[src/rtl/comporta_pkg.sv]
// comporta_pkg: state codes, direction constants and width helper for the floodgate controller
package comporta_pkg;
    localparam logic [3:0] ST_INICIAL = 4'd0;
    localparam logic [3:0] ST_PREPARA = 4'd1;
    localparam logic [3:0] ST_PASSO   = 4'd2;
    localparam logic [3:0] ST_ESPERA  = 4'd3;
    localparam logic [3:0] ST_PARADA  = 4'd4;
    localparam logic [3:0] ST_EMERG   = 4'd5;
    localparam logic DIR_ABRE  = 1'b1;
    localparam logic DIR_FECHA = 1'b0;
    function automatic int largura(input int n);
        return n > 1 ? $clog2(n) : 1;
    endfunction
endpackage

[src/rtl/comporta_controlador_if.sv]
// comporta_controlador_if: operator inputs and gate status outputs of the floodgate controller
interface comporta_controlador_if #(parameter int POS_W = 3);
    logic             abrirComporta;
    logic [POS_W-1:0] alvo;
    logic             emergencia;
    logic [POS_W-1:0] posicao;
    logic             direcao;
    logic             movendo;
    logic             aberta;
    logic             fechada;
    logic [3:0]       dbEstado;
    modport master (output abrirComporta, alvo, emergencia,
                    input  posicao, direcao, movendo, aberta, fechada, dbEstado);
    modport slave  (input  abrirComporta, alvo, emergencia,
                    output posicao, direcao, movendo, aberta, fechada, dbEstado);
endinterface

[src/rtl/comporta_temporizador.sv]
// comporta_temporizador: interval counter, cleared by zera, advanced by conta, fim at MAX-1
module comporta_temporizador
    import comporta_pkg::*;
#(
    parameter int MAX = 1000
) (
    input  logic                     clock,
    input  logic                     reset,
    input  logic                     zera,
    input  logic                     conta,
    output logic [largura(MAX)-1:0]  valor,
    output logic                     fim
);
    localparam int W = largura(MAX);
    localparam logic [W-1:0] LIM = W'(MAX - 1);
    logic [W-1:0] r_cnt;
    always_ff @(posedge clock or negedge reset) begin
        if (!reset) r_cnt <= '0;
        else if (zera) r_cnt <= '0;
        else if (conta) r_cnt <= (r_cnt == LIM) ? '0 : r_cnt + 1'b1;
    end
    assign valor = r_cnt;
    assign fim   = (r_cnt == LIM);
endmodule

[src/rtl/comporta_controlador.sv]
// comporta_controlador: floodgate FSM with position counter, partial opening and emergency close
module comporta_controlador
    import comporta_pkg::*;
#(
    parameter int POS_W           = 3,
    parameter int POS_MAX         = 7,
    parameter int INTERVALO       = 1000,
    parameter int INTERVALO_EMERG = 250
) (
    input  logic                   clock,
    input  logic                   reset,
    comporta_controlador_if.slave  bus
);
    localparam int T_MAX = INTERVALO > INTERVALO_EMERG ? INTERVALO : INTERVALO_EMERG;
    localparam int TW    = largura(T_MAX);
    localparam logic [POS_W-1:0] P_MAX = POS_W'(POS_MAX);
    localparam logic [TW-1:0]    LIM_N = TW'(INTERVALO - 1);
    localparam logic [TW-1:0]    LIM_E = TW'(INTERVALO_EMERG - 1);

    logic [3:0]       r_estado;
    logic [POS_W-1:0] r_pos, r_alvo;
    logic             r_dir;
    logic [TW-1:0]    w_tempo;
    logic             w_fim, w_conta, w_zera, w_lim_n, w_lim_e;
    logic [POS_W-1:0] w_alvo_sat, w_t, w_t_prep;

    // The shared timer only produces fim for the longer interval; the other limit is compared directly.
    always_comb begin
        w_alvo_sat = (bus.alvo > P_MAX) ? P_MAX : bus.alvo;
        w_t        = bus.abrirComporta ? r_alvo : '0;
        w_t_prep   = bus.abrirComporta ? w_alvo_sat : '0;
        w_lim_n    = (INTERVALO >= INTERVALO_EMERG) ? w_fim : (w_tempo == LIM_N);
        w_lim_e    = (INTERVALO_EMERG >= INTERVALO) ? w_fim : (w_tempo == LIM_E);
        w_conta    = (r_estado == ST_ESPERA && !bus.emergencia && !w_lim_n) ||
                     (r_estado == ST_EMERG && r_pos != '0 && !w_lim_e);
        w_zera     = !w_conta;
    end

    comporta_temporizador #(.MAX(T_MAX)) u_temporizador (
        .clock (clock),
        .reset (reset),
        .zera  (w_zera),
        .conta (w_conta),
        .valor (w_tempo),
        .fim   (w_fim)
    );

    always_ff @(posedge clock or negedge reset) begin
        if (!reset) begin
            r_estado <= ST_INICIAL;
            r_pos    <= '0;
            r_dir    <= DIR_FECHA;
            r_alvo   <= '0;
        end else if (bus.emergencia && r_estado != ST_EMERG) begin
            r_estado <= ST_EMERG;
        end else begin
            case (r_estado)
                ST_INICIAL: if (bus.abrirComporta) r_estado <= ST_PREPARA;
                ST_PREPARA: begin
                    r_alvo <= w_alvo_sat;
                    if (r_pos == w_t_prep) r_estado <= (w_t_prep == '0) ? ST_INICIAL : ST_PARADA;
                    else begin
                        r_estado <= ST_PASSO;
                        r_dir    <= (r_pos < w_t_prep);
                    end
                end
                ST_PASSO: begin
                    r_pos    <= (r_dir == DIR_ABRE) ? ((r_pos != P_MAX) ? r_pos + 1'b1 : r_pos)
                                                    : ((r_pos != '0) ? r_pos - 1'b1 : r_pos);
                    r_estado <= ST_ESPERA;
                end
                ST_ESPERA: if (w_lim_n) begin
                    if (r_pos == w_t) r_estado <= (w_t == '0) ? ST_INICIAL : ST_PARADA;
                    else begin
                        r_estado <= ST_PASSO;
                        r_dir    <= (r_pos < w_t);
                    end
                end
                ST_PARADA: begin
                    if (!bus.abrirComporta) begin
                        r_estado <= ST_PASSO;
                        r_dir    <= DIR_FECHA;
                    end else if (w_alvo_sat != r_alvo) r_estado <= ST_PREPARA;
                end
                ST_EMERG: begin
                    if (r_pos == '0) begin
                        if (!bus.emergencia) r_estado <= ST_INICIAL;
                    end else if (w_lim_e) begin
                        r_pos <= r_pos - 1'b1;
                        r_dir <= DIR_FECHA;
                    end
                end
                default: r_estado <= ST_INICIAL;
            endcase
        end
    end

    assign bus.posicao  = r_pos;
    assign bus.direcao  = r_dir;
    assign bus.movendo  = (r_estado == ST_PASSO) || (r_estado == ST_ESPERA) ||
                          (r_estado == ST_EMERG && r_pos != '0);
    assign bus.aberta   = (r_estado == ST_PARADA);
    assign bus.fechada  = (r_pos == '0);
    assign bus.dbEstado = r_estado;
endmodule

[src/flat_wrapper.sv]
// flat-port wrapper written by rule: the top's interface ports become plain ports
module comporta_controlador_flat import comporta_pkg::*;
#(
    parameter int POS_W           = 3,
    parameter int POS_MAX         = 7,
    parameter int INTERVALO       = 1000,
    parameter int INTERVALO_EMERG = 250
)
  (clock, reset, bus_abrirComporta, bus_alvo, bus_emergencia, bus_posicao, bus_direcao, bus_movendo, bus_aberta, bus_fechada, bus_dbEstado);
  comporta_controlador_if #(.POS_W(POS_W)) bus_i ();
  input  logic clock;
  input  logic reset;
  input wire logic [$bits(bus_i.abrirComporta)-1:0] bus_abrirComporta;
  input wire logic [$bits(bus_i.alvo)-1:0] bus_alvo;
  input wire logic [$bits(bus_i.emergencia)-1:0] bus_emergencia;
  output wire logic [$bits(bus_i.posicao)-1:0] bus_posicao;
  output wire logic [$bits(bus_i.direcao)-1:0] bus_direcao;
  output wire logic [$bits(bus_i.movendo)-1:0] bus_movendo;
  output wire logic [$bits(bus_i.aberta)-1:0] bus_aberta;
  output wire logic [$bits(bus_i.fechada)-1:0] bus_fechada;
  output wire logic [$bits(bus_i.dbEstado)-1:0] bus_dbEstado;
  assign bus_i.abrirComporta = bus_abrirComporta;
  assign bus_i.alvo = bus_alvo;
  assign bus_i.emergencia = bus_emergencia;
  assign bus_posicao = bus_i.posicao;
  assign bus_direcao = bus_i.direcao;
  assign bus_movendo = bus_i.movendo;
  assign bus_aberta = bus_i.aberta;
  assign bus_fechada = bus_i.fechada;
  assign bus_dbEstado = bus_i.dbEstado;
  comporta_controlador #(.POS_W(POS_W), .POS_MAX(POS_MAX), .INTERVALO(INTERVALO), .INTERVALO_EMERG(INTERVALO_EMERG)) u_core (.clock(clock), .reset(reset), .bus(bus_i));
endmodule
[config.mk]
export PLATFORM = sky130hd
export DESIGN_NAME = comporta_controlador_flat
export DESIGN_NICKNAME = d
export VERILOG_FILES = /design/src/rtl/comporta_pkg.sv /design/src/rtl/comporta_controlador_if.sv /design/src/rtl/comporta_temporizador.sv /design/src/rtl/comporta_controlador.sv /design/src/flat_wrapper.sv
export SDC_FILE = /design/constraint.sdc
export NUM_CORES = 1
export LEC_CHECK = 0
export BUFFER_PORTS_ARGS = -buffer_cell sky130_fd_sc_hd__buf_4
export CAP_MARGIN = 30
export CORE_ASPECT_RATIO = 0.8
export CORE_UTILIZATION = 47
export DETAILED_ROUTE_END_ITERATION = 7
export PLACE_DENSITY = 0.72
export SYNTH_ARGS = -nofsm -noshare
export SYNTH_HDL_FRONTEND = slang
export SYNTH_SLANG_ARGS = --single-unit
[constraint.sdc]
create_clock -name clock -period 2.5 [get_ports clock]
set_input_delay 0.25 -clock clock [delete_from_list [all_inputs] [get_ports clock]]
set_output_delay 0.25 -clock clock [all_outputs]
set_load 0.005 [all_outputs]
# ---- Yosys cells after proc, flatten, opt, wreduce, memory -nomap -nowiden
# Cells that the tools add are included.
dict set report word_totals {
  ff_bits 21
  input_bits 7
  output_inout_bits 11
}
dict set report classes {
  n_eq_ne 25
  reduce_logical 22
  n_lt_le_gt_ge 3
  add_sub_neg 3
  muxes 30
  bitwise_logic 1
}
# op count
set ops {}
lappend ops {{4-bit two-way mux} 9}
lappend ops {{3-bit two-way mux} 10}
lappend ops {{4-bit case mux with 6 select lines} 1}
lappend ops {{10-bit two-way mux} 2}
lappend ops {{3-bit != test (second input constant)} 4}
lappend ops {{10-bit by 1-bit adder with 10-bit output (second input constant)} 1}
lappend ops {{10-bit == test (second input constant)} 1}
lappend ops {{10-bit by 8-bit == test with 1-bit output (second input constant)} 1}
lappend ops {{3-bit zero test} 3}
lappend ops {{4-bit by 2-bit == test with 1-bit output (second input constant)} 2}
lappend ops {{4-bit by 3-bit == test with 1-bit output (second input constant)} 2}
lappend ops {{2-bit != test (second input constant)} 4}
lappend ops {{8-bit AND reduction} 1}
lappend ops {{3-bit == test} 2}
lappend ops {{3-bit < comparator} 2}
lappend ops {{1-bit two-way mux} 6}
lappend ops {{3-bit by 1-bit != test with 1-bit output (second input constant)} 2}
lappend ops {{3-bit case mux with 2 select lines} 1}
lappend ops {{6-bit AND reduction} 1}
lappend ops {{1-bit logical AND} 5}
lappend ops {{5-bit AND reduction} 1}
lappend ops {{4-bit by 1-bit == test with 1-bit output (second input constant)} 1}
lappend ops {{4-bit zero test} 1}
lappend ops {{2-bit by 1-bit != test with 1-bit output (second input constant)} 2}
lappend ops {{other kinds (15)} 19}

# ---- Logic depth before layout (Yosys ltp)
# Gate-level depths: netlist (run 1).
dict set report depth {
  depth_word 8
  ltp_mapped 8
}

# ---- Hierarchy
# Synthesis (run 1) repeated with hierarchy kept, for this count alone.
dict set report hier_totals {
  hier_cells 178
  hier_area_um2 1624.1
}
# mod seq_area_each_um2 instances cells_each area_each_um2
set modules_own_cells {}
lappend modules_own_cells {comporta_controlador 250.2 1 121 1049.8}
lappend modules_own_cells {comporta_temporizador 250.2 1 57 574.3}

# ---- Worst setup path before layout (run 1)
# Ideal clock, no wire load.
dict set report synth_timing {
  path_type {reg2reg}
  start {register u_core.u_temporizador.r_cnt[1], in the netlist u_core.u_temporizador.valor[1]}
  end {register u_core.r_pos[2], in the netlist u_core.bus.posicao[2]}
  n_path_buf 0
  stages_incl_launch_ff 8
  setup_time_ps 78
  slack_ps 160
  t_arrival_ps 2262
  cell_sequence {dfrtp_1 -> inv_1 -> ha_1 -> or4b_4 -> or4_1 -> a222oi_1 -> a21oi_1 -> a21oi_1}
}
dict set report synth_via {
  elab_chain_len 3
}
# item line_no
set synth_lines {}
lappend synth_lines {{start: declaration} comporta_temporizador.sv:16} ;# logic [W-1:0] r_cnt;
lappend synth_lines {{start signal: assignment} comporta_temporizador.sv:20} ;# else if (conta) r_cnt <= (r_cnt == LIM) ? '0 : r_cnt + 1'b1;
lappend synth_lines {{10-bit by 8-bit == test with 1-bit output} comporta_controlador.sv:33} ;# w_lim_e = (INTERVALO_EMERG >= INTERVALO) ? w_fim : (w_tempo == LIM_E);
lappend synth_lines {{2-bit by 1-bit != test with 1-bit output (no line)} --}
lappend synth_lines {{6-bit AND reduction (no line)} --}
lappend synth_lines {{end signal: assignment} comporta_controlador.sv:68} ;# r_pos <= (r_dir == DIR_ABRE) ? ((r_pos != P_MAX) ? r_pos + 1'b1 : r_pos)
lappend synth_lines {{end signal: assignment} comporta_controlador.sv:89} ;# r_pos <= r_pos - 1'b1;
lappend synth_lines {{end: declaration} comporta_controlador.sv:21} ;# logic [POS_W-1:0] r_pos, r_alvo;
# No other way between the ends.
# A chain may end at the register's enable or synchronous reset.

# ---- Final worst setup path (run 1)
# Ends and elaborated chain as after synthesis.

==> results.sh, run 1 <==
export IMPL_routabilityCongestion=0.871
export IMPL_leakage_dissipation_nw=0.723
export IMPL_wl_per_cell_um=14.3
export IMPL_crit_type="register to register"
export IMPL_top_count_cell_post_synth="dfrtp_1"
export IMPL_total_power_mw=1.65
export IMPL_clock_tree_buffer_depth=2
export IMPL_cp_end_kind="register"
export IMPL_post_cts_setup_buffers=0
export IMPL_status="finished, final reports clean"
export IMPL_netlist_instances=160
export IMPL_synth_async_reset_ratio_pct=100
export IMPL_yosysSeqAreaShare_pct=34.5
export IMPL_critPathLaunchType="register"
export IMPL_critPathMaxFanout=5
export IMPL_irDropWorstVdd_uv=452
export IMPL_setup_viol=0
export IMPL_timing_max_transition_violations_final=0
export IMPL_grt_setup_unrepaired="no"
export IMPL_cp_common_cell="a21oi_1"
export IMPL_floorplan_core_area_um2=2850
export IMPL_hpwl_um=2370
export IMPL_pwr_density_cell_nw_per_um2=995
export IMPL_die_w_um=64.1
export IMPL_ys_top_cells_by_count="20 x dfrtp_1, 17 x nor2_1, 13 x nand2_1"
export IMPL_finalNetCount=199
export IMPL_design_portCount=18
export IMPL_grt_total_usage_pct=20.4
export IMPL_numPortBuffers=16
export IMPL_route_detailed_drc=0
export IMPL_yosysWarningCount=0
export IMPL_synth_nets=179
export IMPL_antenna_violating_nets_post_route=0
export IMPL_num_vias=1234
export IMPL_grt_start_max_net_pins=21
export IMPL_finalWirelength_um=3090
export IMPL_average_size_of_a_mapped_cell_um2=9.06
export IMPL_m1WireLength_um=1460
export IMPL_flow_area_growth_from_synthesis_pct=14.7
export IMPL_die_area_um2=3310
export IMPL_antenna_cells_inserted=0
export IMPL_max_cap_violations=0
export IMPL_clock_root_buffer="clkbuf_8"
export IMPL_timing_critical_path_slowest_cell_delay_ns=0.48
export IMPL_timing_critical_path_arrival_ns=2.50
export IMPL_slowest_cell_on_the_critical_path="or4_1"
export IMPL_globalRouteOverflowTotal=0
export IMPL_via_per_inst=5.71
export IMPL_min_delay_worst_type="input pin to register"
export IMPL_top_signal_layer_used="met4"
export IMPL_worstSkewPairLatency_ns=0.26
export IMPL_synth_flop_cell="dfrtp_1"
export IMPL_fin_crit_sh_pct=92.5
export IMPL_die_h_um=51.7
export IMPL_timing_critical_path_cells="inv_1, ha_1, or4b_4, or4_1, a222oi_1, buf_4, a21oi_1, a21oi_1"
export IMPL_post_synth_instance_area_um2=1450
export IMPL_wire_length_of_the_first_global_routing_pass_um=5170
export IMPL_final_layout_size_suffix_gt1_share_pct=19.1
export IMPL_floorplan_initialDensity_pct=50.9
export IMPL_cts_clk_slew_worst_paths_ns=0.07
export IMPL_dr_wl_met3_um=160
export IMPL_num_rows=17
export IMPL_synth_seq_cells=20
export IMPL_post_synth_top_area_cell="dfrtp_1"
export IMPL_dr_first_iter_drc_count=76
export IMPL_crit_required_ns=2.68
export IMPL_timing_critical_path_buf_inv=2
export IMPL_fin_crit_ns=2.31
export IMPL_first_global_vias=1130
export IMPL_yosys_cell_types_count=46
export IMPL_finalHoldWorstSlack_ns=0.232
export IMPL_synth_area_top_cells="dfrtp_1 35%, ha_1 10%, xor2_1 6.0%"
export IMPL_fillcell_total=250
export IMPL_max_freq_mhz=432
export IMPL_tritoncts_clock_tree="done"
export IMPL_drtPass1Iterations=4
export IMPL_dr_wl_met2_um=1450
export IMPL_numCtsBuffers=3
export IMPL_synth_enable_flop_cells=0
export IMPL_setup_total_negative_slack_ns=0
export IMPL_final_hold_viol_count=0
export IMPL_critical_path_top_delay_family="simple AND/OR/NAND/NOR gates"
export IMPL_grt_antenna_before_repair=0
export IMPL_fin_worst_skew_ns=0.00457
export IMPL_post_synth_top_area_fraction_pct=34.5
export IMPL_h_tree_depth=1
export IMPL_clock_sinks=20
-- report_power, final --
| group | switching [mW] | leakage, nW | total [mW] | internal [mW] |
|---|---|---|---|---|
| Combinational | 0.468 | 0.443 | 0.907 | 0.440 |
| Clock | 0.100 | 0.0216 | 0.207 | 0.107 |
| Sequential | 0.127 | 0.258 | 0.540 | 0.413 |
| Total | 0.694 | 0.723 | 1.65 | 0.960 |
-- cells by family (layout without fill, tap and decap cells) --
family                     count (synthesis)  after routing  synth area share (%)
other                                      1              1                 0.259
buffers and inverters                     13             31                  4.31
DFF                                       20             20                  34.5
and+or+nand+nor                           69             69                  26.1
xor gates and xnor gates                  12             12                  7.25
adders and majority gates                 12             12                  10.4
AOI/OAI and AO/OA                         28             28                  13.4
muxes                                      5              5                  3.88
-- cell type report --
cell class | instances | area, µm² | area share [%]
clock buffers | 3 | 41.3 | 2.48
flip-flops and latches | 20 | 500 | 30.1
multi-input cells | 127 | 887 | 53.3
inverters | 7 | 26.3 | 1.58
well taps | 38 | 47.5 | 2.86
repair buffers | 21 | 160 | 9.63
-- metal layers --
layer | vias up | global-route usage (%)
met3 | 2 | 4.17
met2 | 42 | 34.2
met1 | 575 | 26.8
met4 | 0 | 5.56
met5 | - | 0
li1 | 615 | -
-- per-stage QoR --
stage          worst slack [ns]  area [µm²]  std cells  util [%]
2_1_floorplan             0.160        1450        160         -
3_3_place_gp              0.227        1610        212      56.5
3_5_place_dp              0.190        1610        212      56.5
4_1_cts                   0.179        1660        216      58.3
5_1_grt                  0.0599        1660        216      58.3
6_report                  0.186        1660        216      58.3
-- timing repair --
action	CTS	global route
hold buffers	1	0
hold endpoints to repair	20	0
resized for setup	0	0
-- final timing paths --
| kind | to | slack, ns | startpoint | depth (start not counted) |
|---|---|---|---|---|
| setup / recovery | u_core.bus.posicao[2] | 0.19 | u_core.u_temporizador.valor[1] | 8 |
| hold reg to reg | u_core.u_temporizador.valor[0] | 0.50 | u_core.u_temporizador.valor[0] | 1 |
| min in group asynchronous | u_core.u_temporizador.valor[9] | 0.41 | reset | 2 |
| setup reg to reg | u_core.bus.posicao[2] | 0.19 | u_core.u_temporizador.valor[1] | 8 |
| max in group asynchronous | u_core.u_temporizador.valor[3] | 1.89 | reset | 2 |
| hold / removal | u_core.bus.dbEstado[1] | 0.23 | bus_emergencia | 2 |
-- sequential cells by signal (all words and copies together) (netlist names) --
| name | flops |
|---|---|
| u_core.bus.posicao | 3 |
| u_core.u_temporizador.valor | 10 |
| u_core.bus.direcao | 1 |
| u_core.bus.dbEstado | 3 |
| u_core.r_alvo | 3 |
-- cell usage in the layout (no fill, tap or decap), types with 5 or more instances in the layout --
| master | count |
|---|---|
| nand2_1 | 13 |
| nor3_1 | 7 |
| nor2_1 | 17 |
| ha_1 | 12 |
| buf_4 | 20 |
| mux2_2 | 5 |
| xor2_1 | 10 |
| inv_1 | 7 |
| nand3_1 | 6 |
| dfrtp_1 | 20 |
| o21ai_0 | 7 |
Power figures use the tool's default switching activity.
==> run 2, diff against run 1 <==
--- a/config.mk
+++ b/config.mk
@@ -7,10 +7,12 @@
 export LEC_CHECK = 0
 export BUFFER_PORTS_ARGS = -buffer_cell sky130_fd_sc_hd__buf_4
 export CAP_MARGIN = 30
+export CELL_PAD_IN_SITES_DETAIL_PLACEMENT = 0
+export CELL_PAD_IN_SITES_GLOBAL_PLACEMENT = 2
 export CORE_ASPECT_RATIO = 0.8
-export CORE_UTILIZATION = 47
+export CORE_UTILIZATION = 32
 export DETAILED_ROUTE_END_ITERATION = 7
-export PLACE_DENSITY = 0.72
+export PLACE_DENSITY = 0.78
 export SYNTH_ARGS = -nofsm -noshare
 export SYNTH_HDL_FRONTEND = slang
 export SYNTH_SLANG_ARGS = --single-unit
==> results.sh, run 2 (synthesis results as in run 1) <==
export IMPL_post_cts_setup_buffers=0
export IMPL_clock_sinks=20
export IMPL_antenna_violating_nets_post_route=0
export IMPL_irDropWorstVdd_uv=379
export IMPL_dr_first_iter_drc_count=70
export IMPL_max_ffs_per_register=10
export IMPL_h_tree_depth=1
export IMPL_die_h_um=62.2
export IMPL_status="finished, final reports clean"
export IMPL_num_rows=21
export IMPL_antenna_cells_inserted=0
export IMPL_cts_hold_buf=1
export IMPL_hpwl_um=2510
export IMPL_final_hold_viol_count=0
export IMPL_first_global_vias=1159
export IMPL_dr_wl_met3_um=159
export IMPL_instances_no_fill=236
export IMPL_globalRouteOverflowTotal=0
export IMPL_min_delay_worst_type="input pin to register"
export IMPL_max_freq_mhz=436
export IMPL_register_to_register_path_setup_slack_ns=0.20
export IMPL_min_delay_start="bus_emergencia"
export IMPL_fin_crit_ns=2.30
export IMPL_min_delay_worst_endpoint="u_core.bus.dbEstado[1]"
export IMPL_die_area_um2=4810
export IMPL_numPortBuffers=16
export IMPL_design_portCount=18
export IMPL_num_vias=1198
export IMPL_routabilityCongestion=0.765
export IMPL_worstSkewPairLatency_ns=0.25
export IMPL_fin_worst_skew_ns=0.00128
export IMPL_max_cap_violations=0
export IMPL_most_frequent_standard_cell_in_the_layout_excluding_fill_and_tap_cells="buf_4"
export IMPL_grt_antenna_before_repair=0
export IMPL_drtPass1Iterations=4
export IMPL_wl_per_cell_um=13.9
export IMPL_final_cell_mix="21 x buf_4, 20 x dfrtp_1, 17 x nor2_1"
export IMPL_fillcell_total=443
export IMPL_worst_reg2reg_path_depth=8
export IMPL_final_core_util_pct=39.8
export IMPL_tritoncts_clock_tree="done"
export IMPL_finalNetCount=200
export IMPL_clock_root_buffer="clkbuf_8"
export IMPL_leakage_dissipation_nw=0.728
export IMPL_timing_critical_path_arrival_ns=2.48
export IMPL_fin_crit_sh_pct=91.8
export IMPL_critPathMaxFanout=5
export IMPL_grt_setup_unrepaired="no"
export IMPL_top_signal_layer_used="met4"
export IMPL_fin_ws_ns=0.204
export IMPL_cts_resized_gates=0
export IMPL_route_detailed_drc=0
export IMPL_cp_end_kind="register"
export IMPL_m1WireLength_um=1760
export IMPL_grt_start_max_net_pins=21
export IMPL_critPathLaunchType="register"
export IMPL_die_w_um=77.3
export IMPL_final_layout_size_suffix_gt1_share_pct=19.6
export IMPL_floorplan_core_area_um2=4260
export IMPL_finalWirelength_um=3280
export IMPL_preCtsSetupSlack_ns=0.203
export IMPL_flow_area_growth_from_synthesis_pct=16.8
export IMPL_floorplan_initialDensity_pct=34.1
export IMPL_setup_viol=0
export IMPL_dr_wl_met2_um=1340
export IMPL_via_per_inst=5.08
export IMPL_min_delay_path_depth=2
export IMPL_post_place_cells=232
export IMPL_timing_max_transition_violations_final=0
export IMPL_crit_required_ns=2.68
export IMPL_wire_length_of_the_first_global_routing_pass_um=5650
export IMPL_timing_rr_start="u_core.u_temporizador.valor[1]"
export IMPL_crit_reg2reg_capture="u_core.bus.posicao[2]"
export IMPL_crit_type="register to register"
export IMPL_worstSetupStartpoint="u_core.u_temporizador.valor[1]"
export IMPL_pwr_density_cell_nw_per_um2=985
export IMPL_grt_total_usage_pct=14.7
export IMPL_numCtsBuffers=3
export IMPL_clock_tree_buffer_depth=2
export IMPL_cts_clk_slew_worst_paths_ns=0.07
export IMPL_setup_total_negative_slack_ns=0
-- run 2: cell types whose count changed in the layout (fill, tap and decap cells not counted), sizes merged --
cell	previous run	this run
buf	20	21
-- run 2: where the power goes --
group | switching (mW) | internal, mW | leakage (nW)
logic | 0.483 | 0.446 | 0.449
registers | 0.119 | 0.413 | 0.258
clock network | 0.100 | 0.107 | 0.0216
-- run 2: final cells by class --
cell class | instances | area (µm²) | area share, %
inverters | 7 | 26.3 | 1.55
clock buffers | 3 | 41.3 | 2.44
repair buffers | 22 | 168 | 9.90
well taps | 57 | 71.3 | 4.21
multi-input cells | 127 | 887 | 52.4
flip-flops and latches | 20 | 500 | 29.5
-- run 2: layer usage --
layer,up-vias,GRT usage [%]
li1,611,-
met1,558,22.7
met2,27,20.6
met3,2,3.97
met4,0,2.12
met5,-,0
-- run 2: metrics by stage --
step | instance area, µm² | power (mW) | hold slack [ns]
global route | 1690 | 1.84 | 0.224
CTS | 1690 | 1.69 | 0.226
finish | 1690 | 1.67 | 0.231
floorplan | 1450 | 1.13 | -0.0456
detailed placement | 1640 | 1.47 | 0.151
global placement | 1640 | 1.45 | 0.146
-- run 2: worst max path at each step --
stage | endpoint | cells after the start
2_1_floorplan | u_core.bus.posicao[2] | 7
4_1_cts | u_core.bus.posicao[2] | 8
5_1_grt | u_core.bus.posicao[2] | 8
6_report | u_core.bus.posicao[2] | 8
3_3_place_gp | u_core.bus.posicao[2] | 8
3_5_place_dp | u_core.bus.posicao[2] | 8
-- run 2: critical path: stages (launching register included) --
cell,delay (ns)
dfrtp_1,0.40
inv_1,0.06
ha_1,0.12
or4b_4,0.46
or4_1,0.47
a222oi_1,0.34
buf_4,0.19
a21oi_1,0.06
a21oi_1,0.11
